[src/rtl/semaforo_pkg.sv]
// Shared types and default timing for the traffic-light lamp sequencer.
// Timing values are in clock cycles.
package semaforo_pkg;

   typedef enum logic [2:0] {
      VERM_NS  = 3'd0,
      NS_VERDE = 3'd1,
      NS_AMAR  = 3'd2,
      VERM_LO  = 3'd3,
      LO_VERDE = 3'd4,
      LO_AMAR  = 3'd5,
      PISCA    = 3'd6
   } estado_t;

   localparam int T_VERDE_MIN_DEF = 8;
   localparam int T_AMARELO_DEF   = 3;
   localparam int T_VERMELHO_DEF  = 2;
   localparam int T_PISCA_DEF     = 4;
   localparam int CNT_W_DEF       = 8;

   typedef struct packed {
      logic verde;
      logic amarelo;
      logic vermelho;
   } lampada_t;

   localparam lampada_t LAMP_VERM  = '{verde: 1'b0, amarelo: 1'b0, vermelho: 1'b1};
   localparam lampada_t LAMP_AMAR  = '{verde: 1'b0, amarelo: 1'b1, vermelho: 1'b0};
   localparam lampada_t LAMP_VERDE = '{verde: 1'b1, amarelo: 1'b0, vermelho: 1'b0};

endpackage

[src/rtl/semaforo_sequenciador_if.sv]
// Decision inputs and lamp/debug outputs of the lamp sequencer.
// The slave side is the sequencer; the master side is its environment.
interface semaforo_sequenciador_if;

   logic       ns_sel;
   logic       pisca;
   logic       ns_verde;
   logic       ns_amarelo;
   logic       ns_vermelho;
   logic       lo_verde;
   logic       lo_amarelo;
   logic       lo_vermelho;
   logic [2:0] estado;
   logic       troca;

   modport master (
      output ns_sel, pisca,
      input  ns_verde, ns_amarelo, ns_vermelho,
      input  lo_verde, lo_amarelo, lo_vermelho,
      input  estado, troca
   );

   modport slave (
      input  ns_sel, pisca,
      output ns_verde, ns_amarelo, ns_vermelho,
      output lo_verde, lo_amarelo, lo_vermelho,
      output estado, troca
   );

endinterface

[src/rtl/semaforo_sequenciador_sinc_2ff.sv]
// Two-flop synchroniser for a single asynchronous level; both flops reset to 0.
module sinc_2ff (
   input  logic clk,
   input  logic rst_n,
   input  logic d,
   output logic q
);

   logic meta_q;
   logic sinc_q;

   always_ff @(posedge clk or negedge rst_n) begin
      if (!rst_n) begin
         meta_q <= 1'b0;
         sinc_q <= 1'b0;
      end else begin
         meta_q <= d;
         sinc_q <= meta_q;
      end
   end

   assign q = sinc_q;

endmodule

[src/rtl/semaforo_sequenciador.sv]
// Lamp sequencer: turns the right-of-way level into green / yellow / all-red
// phases for both approaches, with a flashing-yellow maintenance mode.
module semaforo_sequenciador
   import semaforo_pkg::*;
#(
   parameter int T_VERDE_MIN = T_VERDE_MIN_DEF,
   parameter int T_AMARELO   = T_AMARELO_DEF,
   parameter int T_VERMELHO  = T_VERMELHO_DEF,
   parameter int T_PISCA     = T_PISCA_DEF,
   parameter int CNT_W       = CNT_W_DEF
) (
   input  logic                    clk,
   input  logic                    rst_n,
   semaforo_sequenciador_if.slave  bus
);

   localparam logic [CNT_W-1:0] FIM_VERDE = CNT_W'(T_VERDE_MIN - 1);
   localparam logic [CNT_W-1:0] FIM_AMAR  = CNT_W'(T_AMARELO - 1);
   localparam logic [CNT_W-1:0] FIM_VERM  = CNT_W'(T_VERMELHO - 1);
   localparam logic [CNT_W-1:0] FIM_PISCA = CNT_W'(T_PISCA - 1);

   logic             ns_s;
   logic             pisca_s;
   estado_t          estado_q, estado_d;
   logic [CNT_W-1:0] cnt_q, cnt_d;
   logic             f_q, f_d;
   logic             alterna;
   lampada_t         ns_lamp_q, ns_lamp_d;
   lampada_t         lo_lamp_q, lo_lamp_d;
   logic             troca_q, troca_d;

   sinc_2ff u_sinc_ns (.clk(clk), .rst_n(rst_n), .d(bus.ns_sel), .q(ns_s));
   sinc_2ff u_sinc_pisca (.clk(clk), .rst_n(rst_n), .d(bus.pisca), .q(pisca_s));

   always_ff @(posedge clk or negedge rst_n) begin
      if (!rst_n) begin
         estado_q  <= VERM_NS;
         cnt_q     <= '0;
         f_q       <= 1'b0;
         ns_lamp_q <= LAMP_VERM;
         lo_lamp_q <= LAMP_VERM;
         troca_q   <= 1'b0;
      end else begin
         estado_q  <= estado_d;
         cnt_q     <= cnt_d;
         f_q       <= f_d;
         ns_lamp_q <= ns_lamp_d;
         lo_lamp_q <= lo_lamp_d;
         troca_q   <= troca_d;
      end
   end

   // Green only ends on the decision level sampled at or after minimum green;
   // yellow and red phases run purely on the timer.
   always_comb begin
      estado_d = estado_q;
      case (estado_q)
         VERM_NS:  if (cnt_q == FIM_VERM) estado_d = NS_VERDE;
         NS_VERDE: if (cnt_q >= FIM_VERDE && !ns_s) estado_d = NS_AMAR;
         NS_AMAR:  if (cnt_q == FIM_AMAR) estado_d = VERM_LO;
         VERM_LO:  if (cnt_q == FIM_VERM) estado_d = LO_VERDE;
         LO_VERDE: if (cnt_q >= FIM_VERDE && ns_s) estado_d = LO_AMAR;
         LO_AMAR:  if (cnt_q == FIM_AMAR) estado_d = VERM_NS;
         PISCA:    estado_d = VERM_NS;
         default:  estado_d = VERM_NS;
      endcase
      if (pisca_s) estado_d = PISCA;

      alterna = (estado_q == PISCA) && (estado_d == PISCA) && (cnt_q == FIM_PISCA);

      f_d = f_q;
      if (estado_d == PISCA && estado_q != PISCA) f_d = 1'b1;
      else if (alterna)                           f_d = ~f_q;

      // A flash toggle restarts the timer just like a state change does.
      if (estado_d != estado_q || alterna) cnt_d = '0;
      else if (cnt_q != '1)                cnt_d = cnt_q + 1'b1;
      else                                 cnt_d = cnt_q;
   end

   // Lamps are decoded from the next state so the registered outputs line up
   // with estado in the same cycle.
   always_comb begin
      ns_lamp_d = LAMP_VERM;
      lo_lamp_d = LAMP_VERM;
      case (estado_d)
         NS_VERDE: ns_lamp_d = LAMP_VERDE;
         NS_AMAR:  ns_lamp_d = LAMP_AMAR;
         LO_VERDE: lo_lamp_d = LAMP_VERDE;
         LO_AMAR:  lo_lamp_d = LAMP_AMAR;
         PISCA: begin
            ns_lamp_d = '{verde: 1'b0, amarelo: f_d, vermelho: 1'b0};
            lo_lamp_d = '{verde: 1'b0, amarelo: f_d, vermelho: 1'b0};
         end
         default: ;
      endcase
      troca_d = (estado_d == NS_VERDE || estado_d == LO_VERDE) && (estado_d != estado_q);
   end

   assign bus.ns_verde    = ns_lamp_q.verde;
   assign bus.ns_amarelo  = ns_lamp_q.amarelo;
   assign bus.ns_vermelho = ns_lamp_q.vermelho;
   assign bus.lo_verde    = lo_lamp_q.verde;
   assign bus.lo_amarelo  = lo_lamp_q.amarelo;
   assign bus.lo_vermelho = lo_lamp_q.vermelho;
   assign bus.estado      = estado_q;
   assign bus.troca       = troca_q;

endmodule
[src/flat_wrapper.sv]
// flat-port wrapper written by rule: the top's interface ports become plain ports
module semaforo_sequenciador_flat import semaforo_pkg::*;
#(
   parameter int T_VERDE_MIN = T_VERDE_MIN_DEF,
   parameter int T_AMARELO   = T_AMARELO_DEF,
   parameter int T_VERMELHO  = T_VERMELHO_DEF,
   parameter int T_PISCA     = T_PISCA_DEF,
   parameter int CNT_W       = CNT_W_DEF
)
  (clk, rst_n, bus_ns_sel, bus_pisca, bus_ns_verde, bus_ns_amarelo, bus_ns_vermelho, bus_lo_verde, bus_lo_amarelo, bus_lo_vermelho, bus_estado, bus_troca);
  semaforo_sequenciador_if bus_i ();
  input  logic clk;
  input  logic rst_n;
  input wire logic [$bits(bus_i.ns_sel)-1:0] bus_ns_sel;
  input wire logic [$bits(bus_i.pisca)-1:0] bus_pisca;
  output wire logic [$bits(bus_i.ns_verde)-1:0] bus_ns_verde;
  output wire logic [$bits(bus_i.ns_amarelo)-1:0] bus_ns_amarelo;
  output wire logic [$bits(bus_i.ns_vermelho)-1:0] bus_ns_vermelho;
  output wire logic [$bits(bus_i.lo_verde)-1:0] bus_lo_verde;
  output wire logic [$bits(bus_i.lo_amarelo)-1:0] bus_lo_amarelo;
  output wire logic [$bits(bus_i.lo_vermelho)-1:0] bus_lo_vermelho;
  output wire logic [$bits(bus_i.estado)-1:0] bus_estado;
  output wire logic [$bits(bus_i.troca)-1:0] bus_troca;
  assign bus_i.ns_sel = bus_ns_sel;
  assign bus_i.pisca = bus_pisca;
  assign bus_ns_verde = bus_i.ns_verde;
  assign bus_ns_amarelo = bus_i.ns_amarelo;
  assign bus_ns_vermelho = bus_i.ns_vermelho;
  assign bus_lo_verde = bus_i.lo_verde;
  assign bus_lo_amarelo = bus_i.lo_amarelo;
  assign bus_lo_vermelho = bus_i.lo_vermelho;
  assign bus_estado = bus_i.estado;
  assign bus_troca = bus_i.troca;
  semaforo_sequenciador #(.T_VERDE_MIN(T_VERDE_MIN), .T_AMARELO(T_AMARELO), .T_VERMELHO(T_VERMELHO), .T_PISCA(T_PISCA), .CNT_W(CNT_W)) u_core (.clk(clk), .rst_n(rst_n), .bus(bus_i));
endmodule
[config.mk]
export PLATFORM = sky130hd
export DESIGN_NAME = semaforo_sequenciador_flat
export DESIGN_NICKNAME = d
export VERILOG_FILES = /design/src/rtl/semaforo_pkg.sv /design/src/rtl/semaforo_sequenciador_if.sv /design/src/rtl/semaforo_sequenciador_sinc_2ff.sv /design/src/rtl/semaforo_sequenciador.sv /design/src/flat_wrapper.sv
export SDC_FILE = /design/constraint.sdc
export NUM_CORES = 1
export LEC_CHECK = 0
export ABC_CLOCK_PERIOD_IN_PS = 2600
export CORE_UTILIZATION = 55
export DETAILED_ROUTE_END_ITERATION = 8
export PLACE_DENSITY_LB_ADDON = 0.12
export SETUP_SLACK_MARGIN = 0.15
export SLEW_MARGIN = 0
export SYNTH_ARGS = -nofsm -noshare
export SYNTH_HDL_FRONTEND = slang
export SYNTH_HIERARCHICAL = 1
export SYNTH_SLANG_ARGS = --single-unit
[constraint.sdc]
create_clock -name clk -period 2.6 [get_ports clk]
set_clock_uncertainty 0.2 [all_clocks]
set_input_delay 0.26 -clock clk [delete_from_list [all_inputs] [get_ports clk]]
set_output_delay 0.26 -clock clk [all_outputs]
set_load 0.02 [all_outputs]
======== Word-level counts from Yosys, hierarchy flattened ========
Index checks and enable logic that the tools add are counted.
storage, ports and cells
  bits in registers ....................... 23
  bits of input ports ..................... 4
  word-level logic and storage cells ...... 59
  output and inout port bits .............. 10
operators by class
  equal/unequal tests ..................... 17
  add/subtract/negate cells ............... 1
  reduce and logical (&&, ||, !) cells .... 11
  mux-type cells .......................... 14
  $lt $le $gt $ge ......................... 1
  bitwise logic cells ..................... 1
operators by type and width
  cell                   count
  $mux W3                7
  $eq A3 B3 Y1 const B   6
  $pmux W3 S3            2
  $pmux W3 S6            1
  $eq A8 B2 Y1 const B   2
  $mux W8                2
  $eq A3 B2 Y1 const B   3
  $add A8 B1 Y8 const B  1
  $eq A8 B1 Y1 const B   1
  $ge A8 B3 Y1 const B   1
  $ne A8 B8 Y1 const B   1
  $eq A3 B1 Y1 const B   2
  $logic_and A1 B1 Y1    6
  $logic_not A3 Y1       1
  $ne A3 B3 Y1           1
  $ne A3 B3 Y1 const B   1
  $logic_or A1 B1 Y1     2
  $mux W1                2
  $reduce_bool A2 Y1     1
  $logic_not A1 Y1       1
  $not A1 Y1             1

======== Logic depth before layout (Yosys ltp) ========
  word-level depth ........................ 11
  mapped depth ............................ 8
  mapped depth without buffers ............ 7

======== By module ========
The synthesis kept the hierarchy.
by module, submodules not included
  module                 seq. area each (um2)  area each (um2)  cells an instance  instances
  semaforo_sequenciador  478.0                 1234.9           133                1
  sinc_2ff               50.0                  50.0             2                  2

======== Worst setup path before layout ========
Ideal clock, no wire load.
  path type ............................... register to register
  start point ............................. register u_core.cnt_q[0]
  end point ............................... register u_core.cnt_q[6]
  path buffers ............................ 1
  clock period less this slack ............ 2.229 ns
  library setup time ...................... 0.080 ns
  arrival ................................. 1.949 ns
  slack ................................... 0.371 ns
  required time ........................... 2.320 ns
  cell stages (with the launch flop) ...... 9
  cell sequence ........................... dfrtp_1 > ha_1 > clkbuf_2 > a211oi_2 > a21oi_1 > a211oi_2 > o22ai_4 > mux2i_4 > nor3_2
between the ends
  longest elaborated chain between the ends .. 10
  elaborated cells between the ends (all ways) .. 24
  those cells by class .................... 1 x add/sub; 1 x order compare; 6 x eq/ne; 10 x mux; 6 x reduce/logical
ends and longest elaborated chain
  what                                                  RTL line                                                  RTL
  from (decl)                                           semaforo_sequenciador.sv:25                               logic [CNT_W-1:0] cnt_q, cnt_d;
  from (signal assigned)                                semaforo_sequenciador.sv:45                               cnt_q <= cnt_d;
  $ge A8 B3 Y1                                          semaforo_sequenciador.sv:59, semaforo_sequenciador.sv:62
  $logic_and A1 B1 Y1 (on tied branches)                semaforo_sequenciador.sv:62, semaforo_sequenciador.sv:59
  $mux W3 (on tied branches)                            semaforo_sequenciador.sv:62, semaforo_sequenciador.sv:59
  $pmux W3 S6 (*)                                       semaforo_sequenciador.sv:57                               case (estado_q)
  $mux W3 (*)                                           semaforo_sequenciador.sv:67                               if (pisca_s) estado_d = PISCA;
  net u_core.estado_d[0]                                semaforo_sequenciador.sv:24                               estado_t estado_q, estado_d;
  $eq A3 B3 Y1                                          semaforo_sequenciador.sv:69                               alterna = (estado_q == PISCA) && (estado_d == PISCA) && (cnt_q == FIM_PISCA);
  $logic_and A1 B1 Y1 (2 in series)                     semaforo_sequenciador.sv:69
  $logic_or A1 B1 Y1 (*)                                semaforo_sequenciador.sv:76                               if (estado_d != estado_q || alterna) cnt_d = '0;
  $mux W8 / $reduce_bool A2 Y1 (equally long branches)  -
Mark *: on every way through the listed nets, which the timed path passes. The rest lies on a longest branch. The select of a mux whose other input is x is not followed.
A chain may end at the register's enable or synchronous reset.

======== Worst setup path after layout ========
Same ends and word-level chain as after synthesis.

==> flow_summary_export.csv <==
group,metric,value,unit
run_status,status,"finished, final reports clean",
synth,syn_nets,144,
worst_setup_path,crit_path_end_kind,"flop",
drt,wl_per_cell,15.86,um
worst_setup_path,path_cells,"ha_2 > a211oi_4 > a21oi_1 > a211oi_2 > o22ai_4 > mux2i_4 > nor3_2",
power_and_ir_drop,vdd_drop_max,0.5012,mV
global_route,grt_start_max_net_pins,24,
layout,area_growth,16.21,%
synth,avgSynthCellArea,9.745,um^2
worst_setup_path,critical_path_buf_inv_count,0,
clock_tree,cts_tree,"yes",
synth,synth_edf_count,0,
global_route,antenna_found_initial,0,
worst_setup_path,reg2reg_from,"u_core/cnt_q[0]$_DFFE_PN0P_",
clock_tree,clock_sinks,23,
sta,relSlewSlack,67.43,%
sta,whs,86.39,ps
layout,drive_gt1_share,19.08,%
sta,tns,0,ps
clock_tree,clockBufferDepth,2,
drt,vias,1120,
synth,yosysSeqAreaShare,43.30,%
worst_setup_path,crit_start,"u_core/cnt_q[0]$_DFFE_PN0P_",
synth,yosysTopAreaCell,"dfrtp_1",
synth,ys.flop_type,"dfrtp_1",
drt,first_pass_iters,4,
die,die_area,2628,um^2
placement,dpl.hpwl,2007,um
sta,layout_min_cycle_time,2315,ps
synth,yosysUniqueCellTypes,49,
die,initial_utilization,59.21,%
worst_setup_path,startpoint_type,"flop",
sta,rsz0062_at_grt,"false",
sta,final_hold_viol_count,0,
drt,ant_nets,0,
global_route,grt_use_total,24.27,%
synth,synth_cells,137,
clock_tree,cts_buffers,3,
layout,fillers,170,
die,die_x,51.27,um
worst_setup_path,crit_slowest_cell,"dfrtp_1",
worst_setup_path,critPathRequiredTime,2630,ps
synth,yosys_register_bits,23,
clock_tree,htreeDepth,1,
synth,synth_top_cell_area_share,39.36,%
synth,synth_area_leaders,"dfrtp_1 (39%), dfstp_2 (3.9%), nor2_1 (3.9%)",
clock_tree,cts-root-buf,"clkbuf_4",
placement,gp_congestion,0.8902,
die,rows,17,
power_and_ir_drop,p_leak,0.6464,nW
global_route,overflow,0,
layout,final_cell_mix,"dfrtp_1 (21), nor2_1 (14), clkdlybuf4s50_1 (13), nand2_1 (11)",
die,ios,14,
synth,syn_area,1335,um^2
sta,max_freq,0.4319,GHz
clock_tree,clk_pin_slew,130,ps
sta,slew_violations,0,
drt,drt_first_iter_violations,39,
layout,final_cell_area,1551,um^2
worst_setup_path,worstPathArrival,2350,ps
clock_tree,clkLatencyLatePin,310,ps
placement,placed_area,1480,um^2
die,coreArea,2255,um^2
layout,layout_commonest_cell,"dfrtp_1",
worst_setup_path,timing.critical_path.max_delay_family,"compound AO/OA/AOI/OAI gates",
flow_run,drv_cap,0,
drt,drc_errors,0,
drt,viasPerCell,6.222,
sta,finalSetupViolCount,0,
power_and_ir_drop,p_per_area,656.2,nW/um^2
worst_setup_path,critPathKind,"reg2reg",
min_path,hp-class,"in2async",
global_route,grt_pass1_vias,1011,
placement,portBuffers,13,
sta,period_share,89.05,%
drt,wl,2854,um
layout,finalNetCount,160,
worst_setup_path,crit_path_max_fanout,8,
worst_setup_path,max_stage_delay,440,ps
global_route,grt_pass1_wl,4747,um
die,die_h,51.27,um
synth,async_flop_share,100.0,%
sta,tightest_slew,484.1,ps
power_and_ir_drop,p_total,1.018,mW
synth,ys_warn_count,6,
layout,antenna_cells,0,
report_power, final:
| part | switching [mW] | total, mW | leakage [nW] | internal [mW] |
|---|---|---|---|---|
| Combinational | 0.212 | 0.393 | 0.346 | 0.181 |
| Sequential | 0.0541 | 0.458 | 0.286 | 0.404 |
| Clock | 0.109 | 0.167 | 0.0139 | 0.0586 |
| Total | 0.375 | 1.02 | 0.646 | 0.643 |
state kept, by name, summed over array words and instances, names as in the netlist:
signal and flops:
u_core/bus.lo_vermelho 1, u_core/bus.estado 3, u_core/bus.troca 1, u_core/bus.ns_verde 1
u_core/bus.lo_amarelo 1, u_core/bus.ns_vermelho 1, u_core/u_sinc_ns/meta_q 1, u_core/bus.lo_verde 1
u_core/bus.ns_amarelo 1, u_core/f_q 1, u_core/cnt_q 8, u_core/u_sinc_pisca/meta_q 1
u_core/u_sinc_pisca/q 1, u_core/u_sinc_ns/q 1
cell type report:
| cell class | instances | area [um^2] | area share, % |
|---|---|---|---|
| clock inverters | 1 | 7.507 | 0.4839 |
| clock buffers | 3 | 22.52 | 1.452 |
| well taps | 28 | 35.03 | 2.258 |
| repair buffers | 19 | 175.2 | 11.29 |
| flip-flops and latches | 23 | 578.1 | 37.26 |
| inverters | 6 | 22.52 | 1.452 |
| multi-input cells | 100 | 710.7 | 45.81 |
metrics by stage:
stage,setup WS (ps),instances,util (%)
2_1_floorplan,371.1,137,-
3_3_place_gp,269.6,172,65.65
3_5_place_dp,217.8,172,65.65
4_1_cts,182.7,176,66.98
5_1_grt,160.2,180,68.81
6_report,284.8,180,68.81
what timing repair did:
| item | 4_1_cts | 5_1_grt |
|---|---|---|
| buffers inserted | 0 | 4 |
| hold endpoints to repair | 0 | 0 |
| endpoints found under the setup margin | 0 | 9 |
| hold buffers | 0 | 0 |
| gates resized for setup | 0 | 3 |
metal layers:
layer,up-vias,wire length (um),GRT usage [%]
li1,527,-,-
met1,549,1286,36.29
met2,36,1401,36.40
met3,8,117,2.976
met4,0,48,8.108
met5,-,0,0
worst reg2reg max path, cell delays in order (launching register included):
cell and delay, ps:
dfrtp_1 440, ha_2 270, a211oi_4 270, a21oi_1 130
a211oi_2 340, o22ai_4 150, mux2i_4 250, nor3_2 200
logic make-up after synthesis:
family / Yosys count / synth area share [%]
mux: 2 / 2.437
compound gates: 40 / 24.37
simple gates: 54 / 22.12
xor+xnor: 1 / 0.6562
flops: 23 / 43.30
fa+ha+maj: 3 / 2.812
buf+inv: 14 / 4.311
final timing paths:
| check | end | slack, ps | depth (start not counted) |
|---|---|---|---|
| worst min-delay path | u_core/bus.lo_verde$_DFF_PN0_ | 90 | 2 |
| worst max-delay path | u_core/cnt_q[6]$_DFFE_PN0P_ | 280 | 7 |
| worst max register to register | u_core/cnt_q[6]$_DFFE_PN0P_ | 280 | 7 |
| min in group clk | u_core/u_sinc_pisca/q$_DFF_PN0_ | 170 | 0 |
| max in group asynchronous | u_core/bus.lo_vermelho$_DFF_PN1_ | 1840 | 2 |
| worst min register to register | u_core/u_sinc_pisca/q$_DFF_PN0_ | 170 | 0 |
cell usage after synthesis, types with 2 or more instances:
| cell type | n |
|---|---|
| a211oi_2 | 2 |
| a21oi_1 | 6 |
| a31oi_1 | 3 |
| a41oi_1 | 2 |
| and2_2 | 3 |
| and3_1 | 2 |
| clkbuf_1 | 6 |
| dfrtp_1 | 21 |
| dfstp_2 | 2 |
| ha_1 | 3 |
| inv_1 | 6 |
| nand2_1 | 11 |
| nand3_1 | 9 |
| nor2_1 | 14 |
| nor2b_1 | 3 |
| nor3_2 | 2 |
| o211ai_1 | 2 |
| o21ai_0 | 9 |
No activity file was read; power rests on OpenSTA's default activity.
